==> src/rtl/if_fetch_unit_pkg.sv <==
// if_fetch_unit_pkg: shared constants and FSM encoding for the instruction-fetch front end
package if_fetch_unit_pkg;

    localparam int XLEN = 32;
    localparam logic [31:0] NOP = 32'h0000_0013;
    // byte-offset bits that must be cleared to word-align a PC
    localparam logic [1:0] ALIGN_MASK = 2'b11;

    typedef enum logic [1:0] {
        FETCH   = 2'd0,
        WAIT    = 2'd1,
        DISCARD = 2'd2
    } fetch_state_e;

endpackage

==> src/rtl/if_fifo.sv <==
// if_fifo: synchronous FIFO with flush; push while full is accepted only alongside a pop
module if_fifo #(
    parameter int W     = 64,
    parameter int DEPTH = 4
) (
    input  logic                       clk,
    input  logic                       rst_n,
    input  logic                       flush,
    input  logic                       push,
    input  logic                       pop,
    input  logic [W-1:0]               din,
    output logic [W-1:0]               dout,
    output logic                       full,
    output logic                       empty,
    output logic [$clog2(DEPTH):0]     count
);

    localparam int AW = $clog2(DEPTH);

    logic [W-1:0]  mem [DEPTH];
    logic [AW-1:0] rd_ptr, wr_ptr;
    logic          do_push, do_pop;

    assign full    = count == (AW + 1)'(DEPTH);
    assign empty   = count == '0;
    assign do_pop  = pop && !empty;
    assign do_push = push && (!full || do_pop);
    assign dout    = mem[rd_ptr];

    // pointers and occupancy; flush empties the queue in one cycle
    always_ff @(posedge clk or negedge rst_n) begin
        if (!rst_n) begin
            rd_ptr <= '0;
            wr_ptr <= '0;
            count  <= '0;
        end else if (flush) begin
            rd_ptr <= '0;
            wr_ptr <= '0;
            count  <= '0;
        end else begin
            if (do_push) wr_ptr <= wr_ptr + AW'(1);
            if (do_pop) rd_ptr <= rd_ptr + AW'(1);
            count <= count + (AW + 1)'(do_push) - (AW + 1)'(do_pop);
        end
    end

    // storage needs no reset: the head is only meaningful when not empty
    always_ff @(posedge clk) begin
        if (do_push && !flush) mem[wr_ptr] <= din;
    end

endmodule

==> src/rtl/if_fetch_unit.sv <==
// if_fetch_unit: owns the fetch PC, sequences single-outstanding imem reads and feeds decode from a prefetch queue
module if_fetch_unit #(
    parameter int              XLEN     = if_fetch_unit_pkg::XLEN,
    parameter int              DEPTH    = 4,
    parameter logic [XLEN-1:0] RESET_PC = '0
) (
    input  logic            clk_i,
    input  logic            rst_i,
    output logic            imem_req_o,
    output logic [XLEN-1:0] imem_addr_o,
    input  logic            imem_rvalid_i,
    input  logic [XLEN-1:0] imem_rdata_i,
    input  logic            redirect_i,
    input  logic [XLEN-1:0] redirect_pc_i,
    output logic            inst_valid_o,
    output logic [XLEN-1:0] inst_o,
    output logic [XLEN-1:0] inst_pc_o,
    input  logic            inst_ready_i
);

    import if_fetch_unit_pkg::*;

    localparam int              CW      = $clog2(DEPTH) + 1;
    localparam logic [CW-1:0]   DEPTH_C = CW'(DEPTH);
    localparam logic [XLEN-1:0] RST_PC  = {RESET_PC[XLEN-1:2], 2'b00};

    fetch_state_e      state, next_state;
    logic [XLEN-1:0]   fetch_pc, req_pc, last_pc, head_pc, head_inst;
    logic [2*XLEN-1:0] head;
    logic [CW-1:0]     count;
    logic [CW:0]       next_count;
    logic              full, empty, push, pop, issue;

    assign pop        = !empty && inst_ready_i;
    assign push       = (state == WAIT) && imem_rvalid_i && !redirect_i;
    assign next_count = {1'b0, count} + (CW + 1)'(push) - (CW + 1)'(pop);
    assign head_pc    = head[2*XLEN-1:XLEN];
    assign head_inst  = head[XLEN-1:0];

    // the request is combinational so a 1-cycle memory sustains one fetch per cycle;
    // gating with reset keeps the bus quiet while reset is held
    assign imem_req_o   = issue && rst_i;
    assign imem_addr_o  = fetch_pc;
    assign inst_valid_o = !empty;
    assign inst_o       = empty ? XLEN'(NOP) : head_inst;
    assign inst_pc_o    = empty ? last_pc : head_pc;

    if_fifo #(
        .W     (2 * XLEN),
        .DEPTH (DEPTH)
    ) u_fifo (
        .clk   (clk_i),
        .rst_n (rst_i),
        .flush (redirect_i),
        .push  (push),
        .pop   (pop),
        .din   ({req_pc, imem_rdata_i}),
        .dout  (head),
        .full  (full),
        .empty (empty),
        .count (count)
    );

    // next state and request issue; a redirect overrides push, pop and issue
    always_comb begin
        next_state = state;
        issue      = 1'b0;
        case (state)
            FETCH: begin
                issue      = !full;
                next_state = full ? FETCH : WAIT;
            end
            WAIT: begin
                if (imem_rvalid_i) begin
                    issue      = next_count < {1'b0, DEPTH_C};
                    next_state = issue ? WAIT : FETCH;
                end
            end
            DISCARD: next_state = imem_rvalid_i ? FETCH : DISCARD;
            default: next_state = FETCH;
        endcase
        if (redirect_i) begin
            issue      = 1'b0;
            next_state = (state != FETCH && !imem_rvalid_i) ? DISCARD : FETCH;
        end
    end

    // FSM state, fetch PC, PC of the in-flight request and the last head PC shown to decode
    always_ff @(posedge clk_i or negedge rst_i) begin
        if (!rst_i) begin
            state    <= FETCH;
            fetch_pc <= RST_PC;
            req_pc   <= '0;
            last_pc  <= '0;
        end else begin
            state <= next_state;
            if (redirect_i) fetch_pc <= {redirect_pc_i[XLEN-1:2], redirect_pc_i[1:0] & ~ALIGN_MASK};
            else if (issue) fetch_pc <= fetch_pc + XLEN'(4);
            if (issue) req_pc <= fetch_pc;
            if (!empty) last_pc <= head_pc;
        end
    end

endmodule

==> config.mk <==
export PLATFORM = sky130hd
export DESIGN_NAME = if_fetch_unit
export DESIGN_NICKNAME = d
export VERILOG_FILES = /design/src/rtl/if_fetch_unit_pkg.sv /design/src/rtl/if_fifo.sv /design/src/rtl/if_fetch_unit.sv
export SDC_FILE = /design/constraint.sdc
export NUM_CORES = 1
export LEC_CHECK = 0
export CAP_MARGIN = 10
export CORE_MARGIN = 3
export CORE_UTILIZATION = 25
export CTS_CLUSTER_SIZE = 40
export DETAILED_ROUTE_END_ITERATION = 10
export SETUP_SLACK_MARGIN = 0.2
export SYNTH_ARGS = -nofsm -noshare
export SYNTH_HDL_FRONTEND = slang
export SYNTH_HIERARCHICAL = 1
export SYNTH_SLANG_ARGS = --single-unit
==> constraint.sdc <==
create_clock -name clk_i -period 9.8 [get_ports clk_i]
set_input_delay 1.96 -clock clk_i [delete_from_list [all_inputs] [get_ports clk_i]]
set_output_delay 1.96 -clock clk_i [all_outputs]
set_load 0.005 [all_outputs]
== Word level (Yosys, flattened, before mapping) ==
Memory sizes are Yosys's and may differ from the RTL's.
Index checks and enable logic that the tools add are counted.

* Register bits after elaboration: 105
* RAM bits: 256
* Bits of input ports: 69
* Output and inout bits: 98
* Memories: 1

{| class="wikitable"
|+ Memory list
! name !! depth !! width !! read ports !! clocked after memory_dff !! write ports !! RTL line !! source
|-
| u_fifo.mem || 4 || 64 || 1 || 0 || 1 || if_fifo.sv:20 || <nowiki>logic [W-1:0] mem [DEPTH];</nowiki>
|}

* Add/subtract/negate cells: 7
* $lt $le $gt $ge: 1
* Equal/unequal tests: 4
* Mux-type cells: 21
* Reduce and logical (&&, ||, !) cells: 19

{| class="wikitable"
|+ Operator list
! operator !! number
|-
| 2-to-1 mux 32 bit || 4
|-
| adder 32 x 3 -> 32 bit (second input constant) || 1
|-
| 2-to-1 mux 2 bit || 8
|-
| logical AND 1 bit || 8
|-
| nonzero test 2 bit || 4
|-
| 2-to-1 mux 1 bit || 6
|-
| one-hot mux 2 bit (3 select lines) || 1
|-
| adder 2 x 1 -> 2 bit (second input constant) || 2
|-
| adder 3 x 1 -> 4 bit || 1
|-
| logical NOT 1 bit || 4
|-
| < comparator 4 x 3 -> 1 bit (second input constant) || 1
|-
| subtractor 4 x 1 -> 4 bit || 1
|-
| adder 3 x 1 -> 3 bit || 1
|-
| == test 3 bit (second input constant) || 1
|-
| logical NOT 3 bit || 1
|-
| 2-to-1 mux 3 bit || 1
|-
| != test 3 bit (second input constant) || 1
|-
| subtractor 3 x 1 -> 3 bit || 1
|-
| == test 2 x 1 -> 1 bit (second input constant) || 1
|-
| == test 2 bit (second input constant) || 1
|-
| logical NOT 2 bit || 1
|-
| one-hot mux 1 bit (2 select lines) || 1
|-
| logical OR 1 bit || 1
|}

== Longest topological paths before layout ==
* Depth in word-level cells: 11
* Gate-level depth with buffers: 14
* Depth with buffers taken out: 11

== Modules after synthesis ==
Netlist, hierarchy kept.

{| class="wikitable"
|+ Modules (own cells, without submodules)
! module !! times used !! cells each !! area an instance (um2)
|-
| if_fifo || 1 || 380 || 9673.0
|-
| if_fetch_unit || 1 || 447 || 4883.4
|}

== Worst setup path before layout ==
Ideal clock, no wire load.

* Kind: input to register
* Start point: input redirect_i
* End point: memory u_fifo.mem[2][0] (enable)
* Arrival time: 7.442 ns
* Setup slack: 1.780 ns
* Cell stages on the path: 5
* Cell sequence: clkbuf_1 clkbuf_1 nor2_1 o21ai_0 nor3b_1

* Cells in the longest elaborated chain, start to end: 6

{| class="wikitable"
|+ RTL lines
! item !! RTL line !! source
|-
| start: declaration || if_fetch_unit.sv:13 || <nowiki>input logic redirect_i,</nowiki>
|-
| logical NOT 1 bit || if_fetch_unit.sv:35 || <nowiki>assign push = (state == WAIT) && imem_rvalid_i && !redirect_i;</nowiki>
|-
| logical AND 1 bit || if_fetch_unit.sv:35 ||
|-
| net push || if_fetch_unit.sv:32 || <nowiki>logic full, empty, push, pop, issue;</nowiki>
|-
| logical AND 1 bit || if_fifo.sv:27 || <nowiki>assign do_push = push && (!full || do_pop);</nowiki>
|-
| logical AND 1 bit || if_fifo.sv:49 || <nowiki>if (do_push && !flush) mem[wr_ptr] <= din;</nowiki>
|-
| 2-to-1 mux 1 bit || if_fifo.sv:49 ||
|-
| 2-to-1 mux 1 bit (implied by the code) || if_fifo.sv:49 ||
|-
| end: declaration || if_fifo.sv:20 ||
|}

The timed path passes the listed nets, and every way through them passes these cells.

== Worst setup path in the final report ==
* Start point: input imem_rvalid_i
* End point: output imem_req_o

* Cells in the longest elaborated chain, start to end: 9

{| class="wikitable"
|+ RTL lines
! item !! RTL line !! source
|-
| start: declaration || if_fetch_unit.sv:11 || <nowiki>input logic imem_rvalid_i,</nowiki>
|-
| logical AND 1 bit (2 in a row) || if_fetch_unit.sv:35 ||
|-
| net push || if_fetch_unit.sv:32 ||
|-
| adder 3 x 1 -> 4 bit || if_fetch_unit.sv:36 || <nowiki>assign next_count = {1'b0, count} + (CW + 1)'(push) - (CW + 1)'(pop);</nowiki>
|-
| subtractor 4 x 1 -> 4 bit || if_fetch_unit.sv:36 ||
|-
| < comparator 4 x 3 -> 1 bit || if_fetch_unit.sv:75 || <nowiki>issue = next_count < {1'b0, DEPTH_C};</nowiki>
|-
| 2-to-1 mux 1 bit || if_fetch_unit.sv:74 || <nowiki>if (imem_rvalid_i) begin</nowiki>
|-
| one-hot mux 1 bit (2 select lines) || if_fetch_unit.sv:68 || <nowiki>case (state)</nowiki>
|-
| 2-to-1 mux 1 bit || if_fetch_unit.sv:82 || <nowiki>if (redirect_i) begin</nowiki>
|-
| logical AND 1 bit || if_fetch_unit.sv:42 || <nowiki>assign imem_req_o = issue && rst_i;</nowiki>
|-
| end: declaration || if_fetch_unit.sv:9 || <nowiki>output logic imem_req_o,</nowiki>
|}

The timed path passes the listed nets, and every way through them passes these cells.

==> impl_metrics.csv <==
group,metric,value,unit
routing,drc_errors,0,
floorplan,rows,87,
layout,diodes,0,
routing,drt-total-wl,35.4,mm
global_route,antenna_found_initial,1,
clock_network,clk_path_buf_depth,3,
routing,viasPerCell,4.51,
worst_setup_path,path_class,"input port to primary output",
clock_network,numCtsBuffers,42,
floorplan,fp.dieH,247,µm
routing,vias,8104,
global_route,grt_max_degree,88,
clock_network,cts_tree,"done",
synth,ys_seq_elements,357,
global_route,met2_usage,0.189,
timing,setup_tns,0,ns
global_route,met3_usage,0.0298,
worst_setup_path,crit_buf_inv,4,
clock_network,post_cts_resized,0,
synth,yosysSeqAreaShare,0.702,
timing,final-hold-violation-count,0,
place,dp_hpwl,21.4,mm
clock_network,clock-root-buffer,"clkbuf_16",
floorplan,start_util,0.255,
place,dpl.cell_count,1718,
layout,drive_above_1_share,0.217,
timing,fmax,0.136,GHz
timing,post-route-period-util,0.748,
timing,finalSetupViolCount,0,
worst_setup_path,worst_setup_path_end_kind,"primary output",
timing,finalCriticalPeriod,7.33,ns
global_route,gr-total-overflow,0,
routing,wire_per_inst,19.7,µm
synth,synth_warnings,6,
place,io_buffers,162,
worst_setup_path,crit_arrival,5.37,ns
synth,syn_area,0.0146,mm²
global_route,grt_use_total,0.117,
min_path,hold_class,"flip-flop to flip-flop",
power_and_ir_drop,p_leak,6.15,nW
timing,worst_slew_pin_slew,1.14,ns
synth,synth.top_cell.area_share,0.528,
clock_network,cts_sinks,357,
layout,design_area,0.0184,mm²
worst_setup_path,crit_family,"compound AO/OA/AOI/OAI gates",
layout,finalNetCount,1085,
worst_setup_path,path_cells,"clkdlybuf4s50_1 > nand3b_1 > nor2_1 > inv_1 > ha_1 > inv_1 > ha_1 > nand3b_4 > a211o_1 > a31o_2 > a21oi_4 > and2_1 > clkdlybuf4s50_1",
place,place_area,0.0170,mm²
floorplan,core,0.0570,mm²
routing,dr.first_iter.drc_count,409,
worst_setup_path,cp-start-kind,"input port",
timing,rsz0062_at_grt,"no",
timing,finalClockSkew,0.0388,ns
worst_setup_path,cp.required,7.84,ns
job,drv_cap,0,
timing,fin_ws,2.47,ns
worst_setup_path,crit_slowest_cell,"a31o_2",
global_route,grt_pass1_vias,8426,
clock_network,clkLatencyLatePin,0.58,ns
timing,whs,0.482,ns
power_and_ir_drop,vdd_drop_max,0.0954,mV
global_route,busiest_layer,"met2",
floorplan,dieArea,0.0612,mm²
synth,synth-main-ff-cell,"edfxtp_1",
timing,slew_violations,0,
worst_setup_path,slowest_delay,0.91,ns
synth,synth_edf_count,256,
floorplan,die_x,247,µm
place,dp_slack,2.47,ns
floorplan,ios,167,
global_route,met1_usage,0.158,
worst_setup_path,crit_fanout,58,
place,finalWeightedCongestion,0.737,
synth,synthTopCellsByArea,"edfxtp_1, dfrtp_1, mux4_2",
clock_network,postCtsSetupRepairBufs,0,
clock_network,h-tree-depth,2,
synth,synthCells,827,
synth,synth-async-reset-ratio,0.283,
layout,fin_cells,1795,
routing,dr.pass1.iters,5,
layout,area_growth,26.5,%
power_and_ir_drop,power.density,217,mW/mm²
synth,ys_types,54,
clock_network,postCtsHoldBufs,0,
global_route,grt_pass1_wl,53.5,mm
clock_network,path_clk_slew,0.06,ns
synth,post-synth-top-area-cell,"edfxtp_1",
timing,slew_headroom,0.242,
synth,avgSynthCellArea,17.6,µm²
routing,drtAntennaViolNets,0,
run_status,status,"completed",
## kinds of logic (layout without fill, tap and decap cells)
kind of cell | count (synthesis) | count (layout) | synth area share
adders and majority gates | 10 | 10 | 0.00911
DFF | 357 | 357 | 0.702
and+or+nand+nor | 164 | 164 | 0.0616
other | 1 | 10 | 0.000258
xor gates and xnor gates | 3 | 3 | 0.00181
muxes | 129 | 129 | 0.149
AOI/OAI and AO/OA | 98 | 98 | 0.0550
buffers and inverters | 65 | 268 | 0.0211
## flip-flops by register name, summed over array words and instances (netlist names)
| name | flops |
|---|---|
| imem_addr_o | 30 |
| last_pc | 32 |
| req_pc | 30 |
| state | 2 |
| u_fifo/count | 3 |
| u_fifo/mem | 256 |
| u_fifo/rd_ptr | 2 |
| u_fifo/wr_ptr | 2 |
## routing by layer
metal | share of wire | up-vias | wire length (µm)
met3 | 0.057 | 48 | 2010
met1 | 0.46 | 4203 | 16100
met2 | 0.47 | 215 | 16700
li1 | - | 3638 | -
met4 | 0.015 | 0 | 546
met5 | 0 | - | 0
## final cells by class
class	count	area, µm²
multi-input cells	414	4100
fillers	5561	38600
repair buffers	177	1730
flip-flops and latches	357	10200
inverters	14	52.6
well taps	756	946
clock inverters	29	278
clock buffers	48	1090
## cells in the final DEF, fill, tap and decap left out, types with 10 or more instances in the layout
cell type,synthesis,routed
conb_1,1,10
mux4_2,64,64
nor2b_1,42,42
nor2_1,20,20
a221o_1,13,13
a2111oi_0,13,13
buf_4,7,16
dfrtp_1,101,99
nand4_1,19,19
nand2_1,43,43
inv_1,13,13
o211ai_1,16,16
a2111o_1,14,14
mux2_2,60,60
a21o_1,13,13
edfxtp_1,256,256
a21oi_1,14,14
clkbuf_16,0,42
clkdlybuf4s50_1,0,160
## Yosys cell counts (4+ instances only)
cell / n
edfxtp_1: 256
dfrtp_1: 101
mux4_2: 64
mux2_2: 60
nand2_1: 43
nor2b_1: 42
clkbuf_1: 26
nor2_1: 20
nand4_1: 19
o211ai_1: 16
a2111o_1: 14
a21oi_1: 14
a2111oi_0: 13
a21o_1: 13
a221o_1: 13
inv_1: 13
buf_2: 11
ha_1: 9
nand3_1: 8
buf_4: 7
and3_1: 5
nor3_1: 5
buf_1: 4
nor3b_1: 4
or2_2: 4
## report_power, final
group / internal [W] / switching, W
registers: 0.00180 / 0.000106
logic: 0.000323 / 0.000247
clock network: 0.000872 / 0.000642
total: 0.00299 / 0.000995
## stage by stage
step	power (W)	util
2_1_floorplan	0.00215	-
3_3_place_gp	0.00251	0.299
3_5_place_dp	0.00253	0.299
4_1_cts	0.00408	0.323
5_1_grt	0.00419	0.323
6_report	0.00399	0.323
## path summary, 6_finish.rpt
| kind | startpoint | endpoint | slack [ns] | cells past startpoint |
|---|---|---|---|---|
| min in group asynchronous | rst_i | imem_addr_o[11] | 1.41 | 1 |
| max in group asynchronous | rst_i | u_fifo/rd_ptr[0] | 6.97 | 2 |
| hold / removal | state[1] | state[0] | 0.48 | 1 |
| setup reg to reg | u_fifo/count[1] | req_pc[24] | 5.29 | 12 |
| hold reg to reg | state[1] | state[0] | 0.48 | 1 |
| setup / recovery | imem_rvalid_i | imem_req_o | 2.47 | 13 |
## worst reg2reg max path: cells and delay by family, from the launching register on
| family | cells | cell delay, ns |
|---|---|---|
| muxes | 1 | 0.42 |
| AOI/OAI and AO/OA | 3 | 1.27 |
| adders and majority gates | 2 | 0.43 |
| and+or+nand+nor | 3 | 0.55 |
| DFF | 1 | 0.48 |
| buffers and inverters | 3 | 1.26 |
No activity file was read; power rests on OpenSTA's default activity.
==> RTL change 1 (same flow settings) <==
Make the reset (`rst_i` and `rst_n`) synchronous in 2 clocked blocks.
--- a/src/rtl/if_fifo.sv
+++ b/src/rtl/if_fifo.sv
@@ -30,3 +30,3 @@
     // pointers and occupancy; flush empties the queue in one cycle
-    always_ff @(posedge clk or negedge rst_n) begin
+    always_ff @(posedge clk) begin
         if (!rst_n) begin
--- a/src/rtl/if_fetch_unit.sv
+++ b/src/rtl/if_fetch_unit.sv
@@ -88,3 +88,3 @@
     // FSM state, fetch PC, PC of the in-flight request and the last head PC shown to decode
-    always_ff @(posedge clk_i or negedge rst_i) begin
+    always_ff @(posedge clk_i) begin
         if (!rst_i) begin
Behaviour: differs if rst_i is asserted again (counterexample within 4 cycles, from zero or initial values and one cycle with rst_i low); with rst_i held inactive, the same outputs for 4 cycles.
==> RTL change 1 against the original RTL <==
Synthesized area is 1.7% lower; fmax down 1.5%; die area decreased by 1.7%; routed wire length is 3.8% lower; sequential cell count grew 2; design area fell by 1.7%; synthesized cell count increased by 11%; critical path depth up 1; worst setup slack got worse by 110 ps; critical path type unchanged; critical endpoint unchanged.
Power is not compared: it rests on default switching activity, and its combinational part moved more than twofold at a synthesized area within 25%.
==> RTL change 1: results (changes against the original RTL) <==
Layout
  – Fillers: 5508 (was 5561)
  – Synthesis-to-layout area growth: 26.5% (about the same)
  – Final Net Count: 1176 (was 1085)
  – Share of post-route cells with drive strength above 1: 0.180 (was 0.217)

Critical path
  – Gate family responsible for the most delay along the worst path: buffers and inverters (was compound AO/OA/AOI/OAI gates)
  – Critical Path AT: 5480 ps (was 5370 ps)
  – Endpoint of the lowest-slack register-to-register path: imem_addr_o[25]$_SDFFE_PN0P_ (was req_pc[24]$_DFFE_PN0P_)
  – Critical path peak fanout: 46 (was 58)
  – Worst reg2reg startpoint: u_fifo/count[1]$_SDFF_PP0_ (was u_fifo/count[1]$_DFF_PN0_)

Drt
  – Drt total wl: 34.1 mm (was 35.4 mm)
  – Amount of wire on met2 after detailed routing: 15.6 mm (was 16.7 mm)
  – Initial detailed-routing violation count: 574 (was 409)
  – Metal-1 WL: 15.5 mm (was 16.1 mm)
  – Wire per inst: 18.1 microns (was 19.7 microns)

STA
  – Worst clock skew: 29.2 ps (was 38.8 ps)
  – Post-Route Hold Slack: 492 ps (was 482 ps)
  – Slew at the pin with the worst max-slew slack: 1130 ps (was 1140 ps)

GRT
  – M3 GR Usage: 0.0304 (was 0.0298)
  – Vias in the first global route: 8743 (was 8426)
  – First-pass GRT wire length: 52.6 mm (was 53.5 mm)
  – Global-route met1 utilization: 0.153 (was 0.158)
  – Maximum number of pins on one net before global-route repair: 67 (was 88)
  – Total GRT Usage: 0.114 (was 0.117)

Placed design
  – Gpl congestion: 0.759 (was 0.737)

Worst hold path
  – Worst Hold End: req_pc[25]$_SDFFE_PN0P_ (was state[0]$_DFFE_PN0P_)
  – Cell depth of the worst min-delay path: 2 (was 1)

Yosys
  – Mean area per synthesized cell: 15.5 sq um (was 17.6 sq um)
  – Post-synthesis async set-or-reset flop share: 0 (was 0.283)

Status
  – Outcome: finished clean (unchanged)
==> RTL change 1: cell count changes after synthesis, moves of 14 or more <==
cell,before,now
sky130_fd_sc_hd__and2_1,3,36
sky130_fd_sc_hd__dfrtp_1,101,0
sky130_fd_sc_hd__a21oi_1,14,58
sky130_fd_sc_hd__o211ai_1,16,0
sky130_fd_sc_hd__dfxtp_1,0,103
sky130_fd_sc_hd__o21ai_0,2,16
sky130_fd_sc_hd__mux2_2,60,33
sky130_fd_sc_hd__nand4_1,19,5
sky130_fd_sc_hd__a2111o_1,14,0
sky130_fd_sc_hd__nand2_1,43,81
==> RTL change 1: area by class of cell <==
| class | instances | share of cell area |
|---|---|---|
| clock buffers | 56 | 0.0639 |
| clock inverters | 22 | 0.0122 |
| inverters | 23 | 0.00477 |
| multi-input cells | 495 | 0.233 |
| flip-flops and latches | 359 | 0.539 |
| well taps | 756 | 0.0523 |
| repair buffers | 175 | 0.0950 |
==> RTL change 2 (config.mk and constraints unchanged) <==
Without the edit above. `XLEN`: 32 -> 28.
--- a/src/rtl/if_fetch_unit_pkg.sv
+++ b/src/rtl/if_fetch_unit_pkg.sv
@@ -3,3 +3,3 @@
 
-    localparam int XLEN = 32;
+    localparam int XLEN = 28;
     localparam logic [31:0] NOP = 32'h0000_0013;
Ports: changed (5 resized); port bits go from 167 to 147. No check against the original RTL was run, so the function may have changed too.
==> RTL change 2 against the original RTL <==
Power is 8.8% lower; clock skew is 19 ps lower; register-to-register slack better by 190 ps; design area is 11% lower; sequential cell count is 44 lower; routed wire length is 11% lower; first-iteration DRC count is 25% higher; utilization is 0.38 points lower; synthesized area is 10% lower; worst setup slack worse by 150 ps.
==> RTL change 2: results (changes against the original RTL) <==
Critical path
  – Critical path peak fanout: 14 (was 58)
  – Peak per-stage delay on the critical path: 570 ps (was 910 ps)
  – Setup slack of the most critical reg-to-reg path: 5480 ps (was 5290 ps)
  – Gate family responsible for the most delay along the worst path: simple AND/OR/NAND/NOR gates (was compound AO/OA/AOI/OAI gates)
  – Critical Path AT: 5520 ps (was 5370 ps)
  – Endpoint of the lowest-slack register-to-register path: imem_addr_o[5]$_DFFE_PN0P_ (was req_pc[24]$_DFFE_PN0P_)
  – R2R cell count: 11 (was 12)
  – Crit-path slowest cell: sky130_fd_sc_hd__clkdlybuf4s50_1 (was sky130_fd_sc_hd__a31o_2)

Yosys
  – EDFF count, synth: 224 (was 256)
  – Library cells used by synthesis: 58 (was 54)
  – Main area contributors after synthesis: sky130_fd_sc_hd__edfxtp_1, sky130_fd_sc_hd__dfrtp_1, sky130_fd_sc_hd__mux4_2, sky130_fd_sc_hd__mux2_2, sky130_fd_sc_hd__nor2b_1 (unchanged)
  – Count of warnings emitted by yosys: 6 (unchanged)
  – Commonest cells in the netlist: sky130_fd_sc_hd__edfxtp_1, sky130_fd_sc_hd__dfrtp_1, sky130_fd_sc_hd__mux4_2 (unchanged)
  – Area share of the largest cell type after synthesis: 0.515 (was 0.528)
  – Post-synthesis async set-or-reset flop share: 0.284 (was 0.283)
  – Post-synthesis sequential area ratio: 0.685 (was 0.702)

Clock network
  – Clock buffers created by TritonCTS: 36 (was 42)
  – Post CTS Setup Buffer Count: 0 (unchanged)
  – Root buffer cell: sky130_fd_sc_hd__clkbuf_16 (unchanged)
  – Clk Latency, worst-skew pair: 530 ps (was 580 ps)

Layout
  – Regs by FF count: u_fifo/mem x224, last_pc x28 (was u_fifo/mem x256, last_pc x32)
  – Fillers: 5067 (was 5561)
  – Final Net Count: 1000 (was 1085)
  – Antenna cells: 0 (unchanged)
  – Share of post-route cells with drive strength above 1: 0.204 (was 0.217)

GRT
  – First-pass GRT wire length: 48.4 mm (was 53.5 mm)
  – Maximum number of pins on one net before global-route repair: 89 (was 88)
  – Total GRT Usage: 0.114 (was 0.117)
  – Initial antenna violation count: 0 (was 1)
  – Vias in the first global route: 7750 (was 8426)

STA
  – Slew margin rel.: 0.251 (was 0.242)
  – Fmax: 134 MHz (was 136 MHz)
  – Worst clock skew: 19.9 ps (was 38.8 ps)

Placed design
  – IO Port Bufs: 142 (was 162)
  – Final HPWL DP: 19.3 mm (was 21.4 mm)
  – Gpl congestion: 0.750 (was 0.737)
  – Setup slack after placement: 2310 ps (was 2470 ps)

Status
  – Outcome: finished clean (unchanged)

Power and ir drop
  – Max IR drop VDD: 92.9 uV (was 95.4 uV)
  – Fraction of power consumed by sequential logic: 0.468 (was 0.478)
  – Internal power: 2.74 mW (was 2.99 mW)
  – Combinational fraction of design power: 0.172 (was 0.143)
  – Static Leak: 5.49 nW (was 6.15 nW)

Drt
  – Wire per inst: 19.2 microns (was 19.7 microns)
  – Drt pass-1 iters: 5 (unchanged)
  – Vias: 7422 (was 8104)
  – Initial detailed-routing violation count: 511 (was 409)
RTL change 2: cell types whose count changed in the layout (fill, tap and decap cells not counted), moves of 14 or more:
cell,unedited run,this run
sky130_fd_sc_hd__nand3_1,8,27
sky130_fd_sc_hd__clkdlybuf4s50_1,160,140
sky130_fd_sc_hd__nand2_1,43,24
sky130_fd_sc_hd__mux2_2,60,36
sky130_fd_sc_hd__mux2_4,1,19
sky130_fd_sc_hd__a2111o_1,14,0
sky130_fd_sc_hd__edfxtp_1,256,224
RTL change 2: routing by layer:
layer / wire length [microns] / track usage
met1: 14400 / 0.159
met2: 14500 / 0.176
met3: 1970 / 0.0318
met4: 530 / 0.0262
met5: 0 / 0
RTL change 2: layout make-up:
class,count,area (sq um),area share
Sequential cell,313,8960,0.545
Inverter,17,63.8,0.00388
Tap cell,680,851,0.0518
Multi-Input combinational cell,404,3880,0.236
Timing Repair Buffer,157,1530,0.0929
Clock buffer,48,956,0.0581
Clock inverter,17,196,0.0119
RTL change 2: logic make-up after synthesis:
family / count (synthesis) / synth area share
flip-flops: 313 / 0.685
AND/OR/NAND/NOR: 185 / 0.0805
multiplexers: 113 / 0.151
AO/OA/AOI/OAI: 83 / 0.0489
buffers and inverters: 63 / 0.0219
adder cells (fa/ha/maj): 10 / 0.0102
XOR/XNOR: 3 / 0.00201
other: 1 / 0.000287
RTL change 2: per-stage QoR:
step                      hold slack [ps]  cell area (sq um)  instances  power [mW]
after floorplan                       445              13100        780        1.99
after global placement                469              15300       1571        2.35
after detailed placement              472              15300       1571        2.37
after CTS                             479              16400       1636        3.71
after global routing                  499              16400       1636        3.82
final                                 479              16400       1636        3.64
